### src/rtl/qdrc_phy_pattern_gen.sv
// QDR PHY calibration sequencer: writes a walking-one pattern, reads it back,
// and emits the expected read data aligned to the read latency.
module qdrc_phy_pattern_gen #(
    parameter int DATA_WIDTH    = 18,
    parameter int BW_WIDTH      = 2,
    parameter int ADDR_WIDTH    = 21,
    parameter int PATTERN_DEPTH = 8,
    parameter int GAP_CYCLES    = 16,
    parameter int READ_LATENCY  = 10
) (
    input  logic                  clk0,
    input  logic                  reset_n,
    input  logic                  start,
    output logic                  busy,
    output logic                  done,
    output logic                  qdr_w_n,
    output logic                  qdr_r_n,
    output logic [ADDR_WIDTH-1:0] qdr_sa,
    output logic [DATA_WIDTH-1:0] qdr_d_rise,
    output logic [DATA_WIDTH-1:0] qdr_d_fall,
    output logic [BW_WIDTH-1:0]   qdr_bw_n_rise,
    output logic [BW_WIDTH-1:0]   qdr_bw_n_fall,
    output logic                  exp_valid,
    output logic [DATA_WIDTH-1:0] exp_rise,
    output logic [DATA_WIDTH-1:0] exp_fall
);

    localparam int IW = (DATA_WIDTH > 1) ? $clog2(DATA_WIDTH) : 1;
    localparam logic [IW-1:0] LAST_K = IW'(PATTERN_DEPTH - 1);
    localparam logic [7:0] GAP_LAST = 8'(GAP_CYCLES - 1);
    // Only the oldest read still in flight: the final expected word is on the outputs.
    localparam logic [READ_LATENCY-1:0] DRAIN_END = READ_LATENCY'(1) << (READ_LATENCY - 1);

    typedef enum logic [2:0] {IDLE, WRITE, GAP, READ, DRAIN, DONE} state_t;

    state_t                  state;
    logic [IW-1:0]           k;
    logic [IW-1:0]           k_nxt;
    logic [7:0]              gap_cnt;
    logic [READ_LATENCY-1:0] vld_pipe;
    logic [DATA_WIDTH-1:0]   rise_pipe [READ_LATENCY];
    logic [DATA_WIDTH-1:0]   fall_pipe [READ_LATENCY];

    function automatic logic [DATA_WIDTH-1:0] walk1(input logic [IW-1:0] idx);
        return DATA_WIDTH'(1) << idx;
    endfunction

    assign k_nxt         = k + 1'b1;
    assign qdr_bw_n_rise = '0;
    assign qdr_bw_n_fall = '0;
    assign exp_valid     = vld_pipe[READ_LATENCY-1];
    assign exp_rise      = rise_pipe[READ_LATENCY-1];
    assign exp_fall      = fall_pipe[READ_LATENCY-1];

    always_ff @(posedge clk0) begin
        if (!reset_n) begin
            state      <= IDLE;
            k          <= '0;
            gap_cnt    <= '0;
            busy       <= 1'b0;
            done       <= 1'b0;
            qdr_w_n    <= 1'b1;
            qdr_r_n    <= 1'b1;
            qdr_sa     <= '0;
            qdr_d_rise <= '0;
            qdr_d_fall <= '0;
            vld_pipe   <= '0;
            for (int i = 0; i < READ_LATENCY; i++) begin
                rise_pipe[i] <= '0;
                fall_pipe[i] <= '0;
            end
        end else begin
            // Stage 0 captures the read on the bus this cycle; data is zero when idle.
            vld_pipe[0]  <= ~qdr_r_n;
            rise_pipe[0] <= qdr_r_n ? '0 : walk1(k);
            fall_pipe[0] <= qdr_r_n ? '0 : ~walk1(k);
            for (int i = 1; i < READ_LATENCY; i++) begin
                vld_pipe[i]  <= vld_pipe[i-1];
                rise_pipe[i] <= rise_pipe[i-1];
                fall_pipe[i] <= fall_pipe[i-1];
            end

            case (state)
                IDLE, DONE: begin
                    if (start) begin
                        state      <= WRITE;
                        k          <= '0;
                        busy       <= 1'b1;
                        done       <= 1'b0;
                        qdr_w_n    <= 1'b0;
                        qdr_sa     <= '0;
                        qdr_d_rise <= walk1('0);
                        qdr_d_fall <= ~walk1('0);
                    end
                end
                WRITE: begin
                    if (k == LAST_K) begin
                        state   <= GAP;
                        gap_cnt <= '0;
                        qdr_w_n <= 1'b1;
                        qdr_sa  <= '0;
                    end else begin
                        k          <= k_nxt;
                        qdr_sa     <= ADDR_WIDTH'(k_nxt);
                        qdr_d_rise <= walk1(k_nxt);
                        qdr_d_fall <= ~walk1(k_nxt);
                    end
                end
                GAP: begin
                    if (gap_cnt == GAP_LAST) begin
                        state   <= READ;
                        k       <= '0;
                        qdr_r_n <= 1'b0;
                        qdr_sa  <= '0;
                    end else begin
                        gap_cnt <= gap_cnt + 1'b1;
                    end
                end
                READ: begin
                    if (k == LAST_K) begin
                        state   <= DRAIN;
                        qdr_r_n <= 1'b1;
                        qdr_sa  <= '0;
                    end else begin
                        k      <= k_nxt;
                        qdr_sa <= ADDR_WIDTH'(k_nxt);
                    end
                end
                DRAIN: begin
                    if (vld_pipe == DRAIN_END) begin
                        state <= DONE;
                        busy  <= 1'b0;
                        done  <= 1'b1;
                    end
                end
                default: state <= IDLE;
            endcase
        end
    end

endmodule

### config.mk
export PLATFORM = sky130hd
export DESIGN_NAME = qdrc_phy_pattern_gen
export DESIGN_NICKNAME = d
export VERILOG_FILES = /design/src/rtl/qdrc_phy_pattern_gen.sv
export SDC_FILE = /design/constraint.sdc
export NUM_CORES = 1
export LEC_CHECK = 0
export BUFFER_PORTS_ARGS = -buffer_cell sky130_fd_sc_hd__buf_2
export CAP_MARGIN = 20
export CORE_ASPECT_RATIO = 1.4
export CORE_UTILIZATION = 25
export DETAILED_ROUTE_END_ITERATION = 8
export GPL_ROUTABILITY_DRIVEN = 1
export GPL_TIMING_DRIVEN = 0
export PLACE_DENSITY_LB_ADDON = 0.2
export SYNTH_ARGS = -nofsm -noshare
export SYNTH_HDL_FRONTEND = slang
export SYNTH_SLANG_ARGS = --single-unit
### constraint.sdc
create_clock -name clk0 -period 6 [get_ports clk0]
set_input_delay 0.9 -clock clk0 [delete_from_list [all_inputs] [get_ports clk0]]
set_output_delay 0.9 -clock clk0 [all_outputs]
set_load 0.02 [all_outputs]
Yosys cells after proc, flatten, opt, wreduce, memory -nomap -nowiden
Memories as Yosys holds them, arrays and structs flattened.
Index checks and enable logic that the tools add are counted.
{"block": "classes", "n_mux": 57, "add_sub_neg": 2, "n_eq_ne": 16, "bitwise": 23, "n_reduce_logical": 16, "shift": 2}
{"op": "$mux W18", "n": 26}
{"op": "$pmux W18 S2", "n": 2}
{"op": "$pmux W21 S3", "n": 1}
{"op": "$mux W21", "n": 2}
{"op": "$not A18 Y18", "n": 2}
{"op": "$shl A1 B5 Y18 const A", "n": 2}
{"op": "$mux W5", "n": 4}
{"op": "$or A1 B1 Y1", "n": 20}
{"op": "$reduce_and A3 Y1", "n": 6}
{"op": "$mux W8", "n": 2}
{"op": "$ne A2 B2 Y1 const B", "n": 8}
{"op": "$pmux W8 S2", "n": 1}
{"op": "$mux W3", "n": 5}
{"op": "$pmux W3 S5", "n": 1}
{"op": "$pmux W5 S3", "n": 1}
{"op": "$eq A10 B10 Y1 const B", "n": 1}
{"op": "$add A8 B1 Y8 const B", "n": 1}
{"op": "$eq A8 B4 Y1 const B", "n": 1}
{"op": "$mux W1", "n": 8}
{"op": "$pmux W1 S2", "n": 4}
{"op": "$reduce_bool A2 Y1", "n": 4}
{"op": "$eq A3 B2 Y1 const B", "n": 2}
{"op": "$eq A3 B3 Y1 const B", "n": 2}
{"op": "$add A5 B1 Y5 const B", "n": 1}
{"op": "8 further kinds", "n": 9}
{"block": "totals", "input_bits": 3, "ram_bits": 360, "elab_cells": 129, "out_inout_bits": 102, "memories": 2, "register_bits": 87}
{"name": "fall_pipe", "words": 10, "word_bits": 18, "rd": 10, "rd_clocked_by_memory_dff": 0, "wr": 10, "line_no": "42", "text": "logic [DATA_WIDTH-1:0] fall_pipe [READ_LATENCY];"}
{"name": "rise_pipe", "words": 10, "word_bits": 18, "rd": 10, "rd_clocked_by_memory_dff": 0, "wr": 10, "line_no": "41", "text": "logic [DATA_WIDTH-1:0] rise_pipe [READ_LATENCY];"}

Depth between registers and ports, before layout
Gate-level depths: netlist of run 1.
{"block": "depth", "depth_word": 5, "mapped_depth": 7}

Worst setup path after synthesis of run 1
Ideal clock, no wire load.
{"block": "synth_timing", "path_kind": "input to register", "startpoint": "input start", "endpoint": "register qdr_d_rise[2]", "cell_stages": 5, "n_path_buf": 1, "slack_ns": 4.032, "required_ns": 5.883, "setup_time_ns": 0.117, "arrival_time_ns": 1.851, "cell_sequence": "o21bai_1 a221o_1 buf_2 nor2_1 a32o_1"}
{"block": "synth_between", "elab_chain_cells": 2}
{"element": "from (decl)", "line_no": "13", "text": "input logic start,"}
{"element": "$ne A2 B2 Y1 (no line)"}
{"element": "$reduce_and A3 Y1 (no line)"}
{"element": "to (signal assigned)", "line_no": "92", "text": "qdr_d_rise <= walk1('0);"}
{"element": "to (signal assigned)", "line_no": "105", "text": "qdr_d_rise <= walk1(k_nxt);"}
{"element": "to (decl)", "line_no": "19", "text": "output logic [DATA_WIDTH-1:0] qdr_d_rise,"}
No other way between the ends.
A chain may end at the register's enable or synchronous reset.

==> flow_metrics.py, run 1 <==
metrics = {
    "outcome": {
        "status": "complete, no violations",
    },
    "pwr": {
        "leakage_uw": 0.00673,
        "cellPowerDensity_nw_per_um2": 357,
        "total_power_uw": 5740,
        "ir_worst_vdd_mv": 0.180,
    },
    "timing": {
        "setup_slack_ns": 3.20,
        "period_needed_ns": 2.80,
        "final-max-slew-violation-count": 0,
        "finalSetupTns_ns": 0,
        "hold_viol": 0,
        "timing.hold.ws_ns": 0.421,
        "rsz0062_at_grt": "false",
        "fin_crit_sh_pct": 46.7,
        "setup_violations": 0,
        "max-slew-margin-rel_pct": 35.4,
        "tightestPinTransition_ns": 0.969,
        "fin_skew_ns": 0.0159,
        "fmaxAchievable_mhz": 357,
    },
    "floorplanning": {
        "die_area_um2": 53800,
        "ios": 105,
        "die_w_um": 196,
        "rows": 99,
        "initial_core_util_pct": 25.4,
        "die_h_um": 274,
        "core_area_um2": 52100,
    },
    "setup_path": {
        "crit_top_cell": "clkbuf_1",
        "r2r_setup_slack_ns": 3.52,
        "worstSetupStartpointType": "primary input",
        "critical_path_class": "primary input to flop",
        "r2r-end": "qdr_d_rise[7]$_SDFFE_PN0P_",
        "cp-end-kind": "flop",
        "cp_slowest_cell": "clkbuf_1",
        "r2r_cells": 6,
        "critPathArrivalTime_ns": 3.28,
        "worstPathCellList": "buf_2 > clkbuf_1 > clkbuf_1 > clkbuf_1 > o2111ai_1 > nand2_1",
        "cp_slowest_stage_delay_ns": 0.79,
        "worstPathRequired_ns": 6.47,
        "cp_max_fo": 11,
        "r2r-start": "k[1]$_SDFFE_PN0P_",
    },
    "yosys": {
        "synth-simple-area-share_pct": 21.0,
        "yosysWarningCount": 0,
        "synth_edf_count": 0,
        "synthXorXnorAreaFrac_pct": 0.199,
        "synth_seq_area_share_pct": 65.2,
        "synth-adder-area-share_pct": 0.662,
        "syn_area_um2": 13200,
        "synth_compound_area_share_pct": 6.95,
        "synthArstFlopShare_pct": 0,
        "synth_cells": 1167,
        "ys_seq_elements": 431,
        "synth.distinct_cells": 62,
        "synthFlopType": "dfxtp_1",
        "synth_top_family_by_area": "simple AND/OR/NAND/NOR gates",
        "synth_area_per_cell_um2": 11.3,
        "yosys-mux-area-fraction_pct": 0.303,
    },
    "routing": {
        "ant_nets": 0,
        "wire_per_inst_um": 11.6,
        "drcViolationCount": 0,
        "dr.pass1.iters": 4,
        "routed_wl_mm": 23.8,
        "drt_iter0_markers": 300,
        "vias": 7588,
        "viasPerCell": 3.69,
    },
    "grt": {
        "grt_overflow": 0,
        "globalRouteMet1Util_pct": 9.74,
        "grt_use_met3_pct": 2.14,
        "antenna_found_initial": 0,
        "grt_pass1_wl_mm": 38.1,
        "grt_pass1_vias": 7321,
        "grt-busiest-layer": "met2",
        "grt_max_degree": 15,
        "grt_usage_pct": 8.91,
        "met2_usage_pct": 16.3,
    },
    "cts": {
        "cts_buffer_depth": 3,
        "cts_root_buffer": "clkbuf_16",
        "numClockSinks": 431,
        "clk_pin_slew_ns": 0.06,
        "h-tree-depth": 2,
        "postCtsSetupBuffers": 0,
        "numCtsBuffers": 42,
        "cts_resized": 0,
        "insertion_delay_ns": 0.54,
        "hold_buffers": 0,
        "cts_tree": "yes",
    },
    "placed_design": {
        "dpl_cell_area_um2": 14600,
        "pre_cts_ws_ns": 2.54,
        "gp_congestion": 0.778,
        "io_buffer_count": 84,
        "place_hpwl_mm": 16.6,
    },
    "layout": {
        "area_growth_pct": 21.5,
        "layout-drive-gt1-share_pct": 17.6,
        "final_net_count": 1324,
        "fin_area_um2": 16100,
    },
    "run": {
        "drv_cap": 0,
    },
    "worst_hold_path": {
        "holdPathEnd": "rise_pipe[0][78]$_SDFF_PN0_",
        "min_from": "rise_pipe[0][60]$_SDFF_PN0_",
        "hold_path.class": "flop to flop",
        "holdPathStages": 1,
    },
}
[stage by stage]
stage | cells | util, %
after floorplan | 1186 | -
after global placement | 1977 | 28.0
after detailed placement | 1977 | 28.0
after CTS | 2055 | 30.8
after global routing | 2055 | 30.8
final | 2056 | 30.8
[area by class of cell]
type                            count  area, µm²
Inverter                            7       26.3
Clock inverter                     12        166
Sequential cell                   431       8630
Fill cell                        5469      36100
Antenna cell                        1       2.50
Timing Repair Buffer               84        420
Tap cell                          707        885
Clock buffer                       66       1290
Buffer                            127        721
Multi-Input combinational cell    621       3920
[power by group]
group	total [µW]	internal [µW]	switching (µW)
clock network	2690	1620	1070
logic	162	46.7	115
registers	2880	2880	8.64
[layout by cell type, fill, tap and decap left out, types with 2 or more instances in the layout]
cell type and count:
nor2b_1 6, conb_1 20, and4_1 3, bufinv_16 3, a21boi_1 4, nor3_1 2
a41oi_1 5, a32o_1 10, a2111o_1 3, o2111ai_1 4, mux2i_1 4, clkinv_2 4
ha_1 7, nand4_1 4, clkinvlp_4 2, buf_4 59, xnor2_1 3, and2_1 333
clkbuf_16 43, nand2b_1 6, dfxtp_1 431, and3_1 13, nor4_1 3, a21boi_0 11
a31oi_1 16, nor2_1 22, a21oi_1 15, a21bo_2 2, o21ai_0 37, nand3_1 27
clkbuf_1 64, nor3b_1 3, buf_2 95, inv_1 7, clkinv_8 2, o21a_1 2
nand2_1 29, clkbuf_8 13
[cells by family (layout without fill, tap and decap cells)]
logic type	Yosys count	count (layout)
DFF	431	431
buffers and inverters	134	296
muxes	4	4
other	1	21
and+or+nand+nor	462	462
AOI/OAI and AO/OA	125	125
adders and majority gates	7	7
xor gates and xnor gates	3	3
[critical path, delay by kind of cell]
kind / cells / cell delay [ns]
compound gates: 1 / 0.21
buf+inv: 4 / 2.06
simple gates: 1 / 0.10
[Yosys cell counts (2+ instances only)]
library cell,instances,area (µm²)
o2111ai_1,4,35.0
buf_4,59,443
buf_2,11,55.1
a21oi_1,15,75.1
ha_1,7,87.6
o21ai_0,37,185
nand2_1,29,109
inv_1,7,26.3
nor4_1,3,18.8
a32o_1,10,100
and4_1,3,26.3
nor2_1,22,82.6
nand4_1,4,25.0
xnor2_1,3,26.3
clkbuf_1,54,203
a21boi_1,4,30.0
dfxtp_1,431,8630
a2111o_1,3,33.8
nor3b_1,3,22.5
mux2i_1,4,40.0
nor2b_1,6,37.5
a21bo_2,2,20.0
nand3_1,27,135
nor3_1,2,10.0
and3_1,13,81.3
a21boi_0,11,82.6
and2_1,333,2080
nand2b_1,6,37.5
o21a_1,2,15.0
a31oi_1,16,100
a41oi_1,5,43.8
[worst max path at each step]
stage / start / to / slack, ns / cells after the start
6_report: reset_n / gap_cnt[3]$_SDFFE_PN0P_ / 3.20 / 6
5_1_grt: reset_n / gap_cnt[3]$_SDFFE_PN0P_ / 3.05 / 6
4_1_cts: reset_n / gap_cnt[3]$_SDFFE_PN0P_ / 3.11 / 6
3_5_place_dp: reset_n / gap_cnt[3]$_SDFFE_PN0P_ / 2.54 / 6
3_3_place_gp: reset_n / gap_cnt[3]$_SDFFE_PN0P_ / 2.53 / 6
2_1_floorplan: start / qdr_d_rise[2]$_SDFFE_PN0P_ / 4.03 / 5
[flip-flops by register name, indices dropped and copies added, names as in the netlist, 3 cells and up]
register / count
vld_pipe: 10
qdr_d_fall: 18
fall_pipe: 180
rise_pipe: 180
qdr_d_rise: 18
gap_cnt: 8
qdr_sa: 5
k: 5
state: 3
[routing by layer]
| metal | vias to the layer above | wire length [µm] |
|---|---|---|
| met5 | - | 0 |
| met4 | 0 | 685 |
| met3 | 52 | 1230 |
| met2 | 154 | 11900 |
| met1 | 3378 | 9920 |
| li1 | 4004 | - |
Note: power is estimated with default switching activity, not from simulation.
==> inputs of run 2 (changes only) <==
--- a/config.mk
+++ b/config.mk
@@ -5,6 +5,7 @@
 export SDC_FILE = /design/constraint.sdc
 export NUM_CORES = 1
 export LEC_CHECK = 0
+export ABC_AREA = 1
 export BUFFER_PORTS_ARGS = -buffer_cell sky130_fd_sc_hd__buf_2
 export CAP_MARGIN = 20
 export CORE_ASPECT_RATIO = 1.4
==> constraint.sdc (replaced) <==
create_clock -name clk0 -period 2.5 [get_ports clk0]
set_input_delay 0.375 -clock clk0 [delete_from_list [all_inputs] [get_ports clk0]]
set_output_delay 0.375 -clock clk0 [all_outputs]
set_load 0.02 [all_outputs]
==> run 2 against run 1 <==
Against the previous run:
- first-iteration DRC count decreased by 20%
- clock skew up 0.0057 ns
- synthesized cell count increased by 32%
- cell count grew 18%
- via count increased by 11%
- total power rose to 2.7 times the previous value
- sequential share of layout area fell by 1.0 points
- critical path depth increased by 2
- non-clock buffer count down 16
- clock-buffer cell count decreased by 2
- critical path type is now flop to flop
==> flow_metrics.py, run 2 <==
metrics = {
    "grt": {
        "grt_usage_pct": 8.52,
        "grt_use_met3_pct": 2.16,
        "grt_pass1_wl_mm": 38.0,
        "antenna_found_initial": 0,
        "grt_max_degree": 15,
        "grt_pass1_vias": 8050,
        "grt_overflow": 0,
        "globalRouteMet1Util_pct": 8.73,
        "grt-busiest-layer": "met2",
        "met2_usage_pct": 16.1,
    },
    "floorplanning": {
        "initial_core_util_pct": 25.3,
        "ios": 105,
        "die_h_um": 276,
        "rows": 100,
        "core_area_um2": 53200,
        "die_w_um": 198,
        "die_area_um2": 54800,
    },
    "yosys": {
        "synth.distinct_cells": 37,
        "synth_area_per_cell_um2": 8.75,
        "synth_cells": 1538,
        "synthTopCellsByCount": "dfxtp_1 (431), nand2_1 (412), inv_1 (366)",
        "syn_area_um2": 13500,
        "synth_most_common_cell": "dfxtp_1",
        "synth_top_cell_by_area": "dfxtp_1",
        "ys_seq_elements": 431,
        "synthArstFlopShare_pct": 0,
        "ys_top_cells_by_area": "dfxtp_1 (64%), nand2_1 (11%), inv_1 (10%)",
        "synth_top_area_share_pct": 64.1,
        "synthFlopType": "dfxtp_1",
        "yosysWarningCount": 0,
        "synth_seq_area_share_pct": 64.1,
        "synth_edf_count": 0,
    },
    "setup_path": {
        "critical_path_class": "flop to flop",
        "cp_slowest_cell": "nor3_1",
        "cp_max_fo": 10,
        "r2r-start": "k[2]$_SDFFE_PN0P_",
        "r2r-end": "qdr_d_fall[11]$_SDFFE_PN0P_",
        "crit_family": "simple AND/OR/NAND/NOR gates",
        "crit_buf_inv": 3,
        "worst-path-stages": 8,
        "worstPathCellList": "buf_2 > inv_1 > ha_1 > inv_1 > nor3_1 > nand2_1 > nand2_1 > a21oi_1",
        "critPathArrivalTime_ns": 2.36,
        "cp-end-kind": "flop",
        "worstSetupStartpointType": "flop",
        "r2r_cells": 8,
        "worstPathRequired_ns": 2.91,
        "r2r_setup_slack_ns": 0.54,
        "cp_slowest_stage_delay_ns": 0.40,
    },
    "worst_hold_path": {
        "min_from": "reset_n",
        "hold_path.class": "primary input to flop",
        "holdPathEnd": "vld_pipe[0]$_SDFF_PN0_",
        "holdPathStages": 3,
    },
    "timing": {
        "period_needed_ns": 1.96,
        "fmaxAchievable_mhz": 510,
        "max-slew-margin-rel_pct": 50.2,
        "finalSetupTns_ns": 0,
        "tightestPinTransition_ns": 0.748,
        "fin_crit_sh_pct": 78.4,
        "final-max-slew-violation-count": 0,
        "fin_skew_ns": 0.0215,
        "setup_violations": 0,
        "hold_viol": 0,
        "rsz0062_at_grt": "false",
    },
    "layout": {
        "utilization_pct": 30.8,
        "area_growth_pct": 21.7,
        "final_net_count": 1697,
        "layout_commonest_cell": "dfxtp_1",
        "final_cell_mix": "dfxtp_1 (431), nand2_1 (412), inv_1 (366), buf_2 (87)",
        "largestRegisters": "fall_pipe (180), rise_pipe (180)",
        "layout-drive-gt1-share_pct": 14.5,
        "diodes": 0,
    },
    "routing": {
        "dr.pass1.iters": 4,
        "routed_wl_mm": 22.3,
        "drcViolationCount": 0,
        "viasPerCell": 3.46,
        "ant_nets": 0,
        "wire_per_inst_um": 9.18,
        "vias": 8428,
        "drt_iter0_markers": 239,
    },
    "placed_design": {
        "place_hpwl_mm": 16.4,
        "gp_congestion": 0.746,
        "io_buffer_count": 84,
    },
    "outcome": {
        "status": "complete, no violations",
    },
    "cts": {
        "cts_tree": "yes",
        "insertion_delay_ns": 0.54,
        "postCtsSetupBuffers": 0,
        "cts_buffer_depth": 3,
        "numClockSinks": 431,
        "hold_buffers": 0,
        "h-tree-depth": 2,
        "numCtsBuffers": 44,
        "cts_root_buffer": "clkbuf_16",
        "cts_resized": 0,
        "clk_pin_slew_ns": 0.06,
    },
    "pwr": {
        "cellPowerDensity_nw_per_um2": 953,
        "leakage_uw": 0.00936,
        "ir_worst_vdd_mv": 0.546,
    },
    "run": {
        "drv_cap": 0,
    },
}
run 2: changes by cell type after synthesis, sizes merged, moves of 10 or more:
cell | previous run | this run
a31oi | 16 | 2
a32o | 10 | 0
nor3 | 2 | 17
a21boi | 15 | 0
nor2 | 22 | 39
nand2 | 30 | 418
a21oi | 15 | 61
and3 | 13 | 0
and2 | 333 | 0
inv | 7 | 371
run 2: per-stage QoR:
| step | instance area, µm² | cells | total power (µW) | hold slack [ns] | setup slack, ns |
|---|---|---|---|---|---|
| floorplan | 13500 | 1557 | 8580 | 0.390 | 0.915 |
| detailed placement | 14800 | 2355 | 9120 | 0.395 | 0.0229 |
| global placement | 14800 | 2355 | 9110 | 0.400 | 0.0417 |
| global route | 16400 | 2435 | 16400 | 0.189 | 0.328 |
| CTS | 16400 | 2435 | 15900 | 0.164 | 0.463 |
| finish | 16400 | 2435 | 15600 | 0.185 | 0.541 |
run 2: cell type report:
type                       count  area (µm²)
multi-input combinational    643        2840
inverter                     372        1400
clock buffer                  64        1320
tap                          714         893
clock inverter                16         214
buffer                       111         657
fill                        5642       36800
timing repair buffer          84         420
sequential                   431        8630
run 2: kinds of logic (layout without fill, tap and decap cells):
kind of cell / after synthesis / after routing / share of synthesized area, %
AO/OA/AOI/OAI: 97 / 97 / 3.84
flip-flops: 431 / 431 / 64.1
other: 1 / 20 / 0.0279
AND/OR/NAND/NOR: 514 / 514 / 15.7
buffers and inverters: 483 / 647 / 15.3
adder cells (fa/ha/maj): 7 / 7 / 0.651
XOR/XNOR: 5 / 5 / 0.326
run 2: metal layers:
metal | vias up | routed length [µm]
li1 | 4635 | -
met1 | 3597 | 9130
met2 | 150 | 11500
met3 | 46 | 1090
met4 | 0 | 598
met5 | - | 0
run 2: worst max path at each step:
stage | from | endpoint | slack, ns
final | k[2]$_SDFFE_PN0P_ | qdr_d_fall[11]$_SDFFE_PN0P_ | 0.54
after global placement | reset_n | fall_pipe[0][178]$_SDFF_PN0_ | 0.04
after floorplan | k[2]$_SDFFE_PN0P_ | qdr_d_fall[11]$_SDFFE_PN0P_ | 0.92
after global routing | k[2]$_SDFFE_PN0P_ | qdr_d_fall[11]$_SDFFE_PN0P_ | 0.33
after detailed placement | reset_n | fall_pipe[0][174]$_SDFF_PN0_ | 0.02
after CTS | k[2]$_SDFFE_PN0P_ | qdr_d_fall[11]$_SDFFE_PN0P_ | 0.46
run 2: worst reg2reg max path: stages (launching register included):
cell	delay, ns
dfxtp_1	0.36
buf_2	0.22
inv_1	0.10
ha_1	0.33
inv_1	0.11
nor3_1	0.40
nand2_1	0.16
nand2_1	0.09
a21oi_1	0.05
run 2: where the power goes:
part	leakage, µW	internal, µW	switching [µW]	total (µW)
registers	0.00348	7090	133	7220
logic	0.00515	530	1200	1730
clock network	0.000733	4090	2570	6660
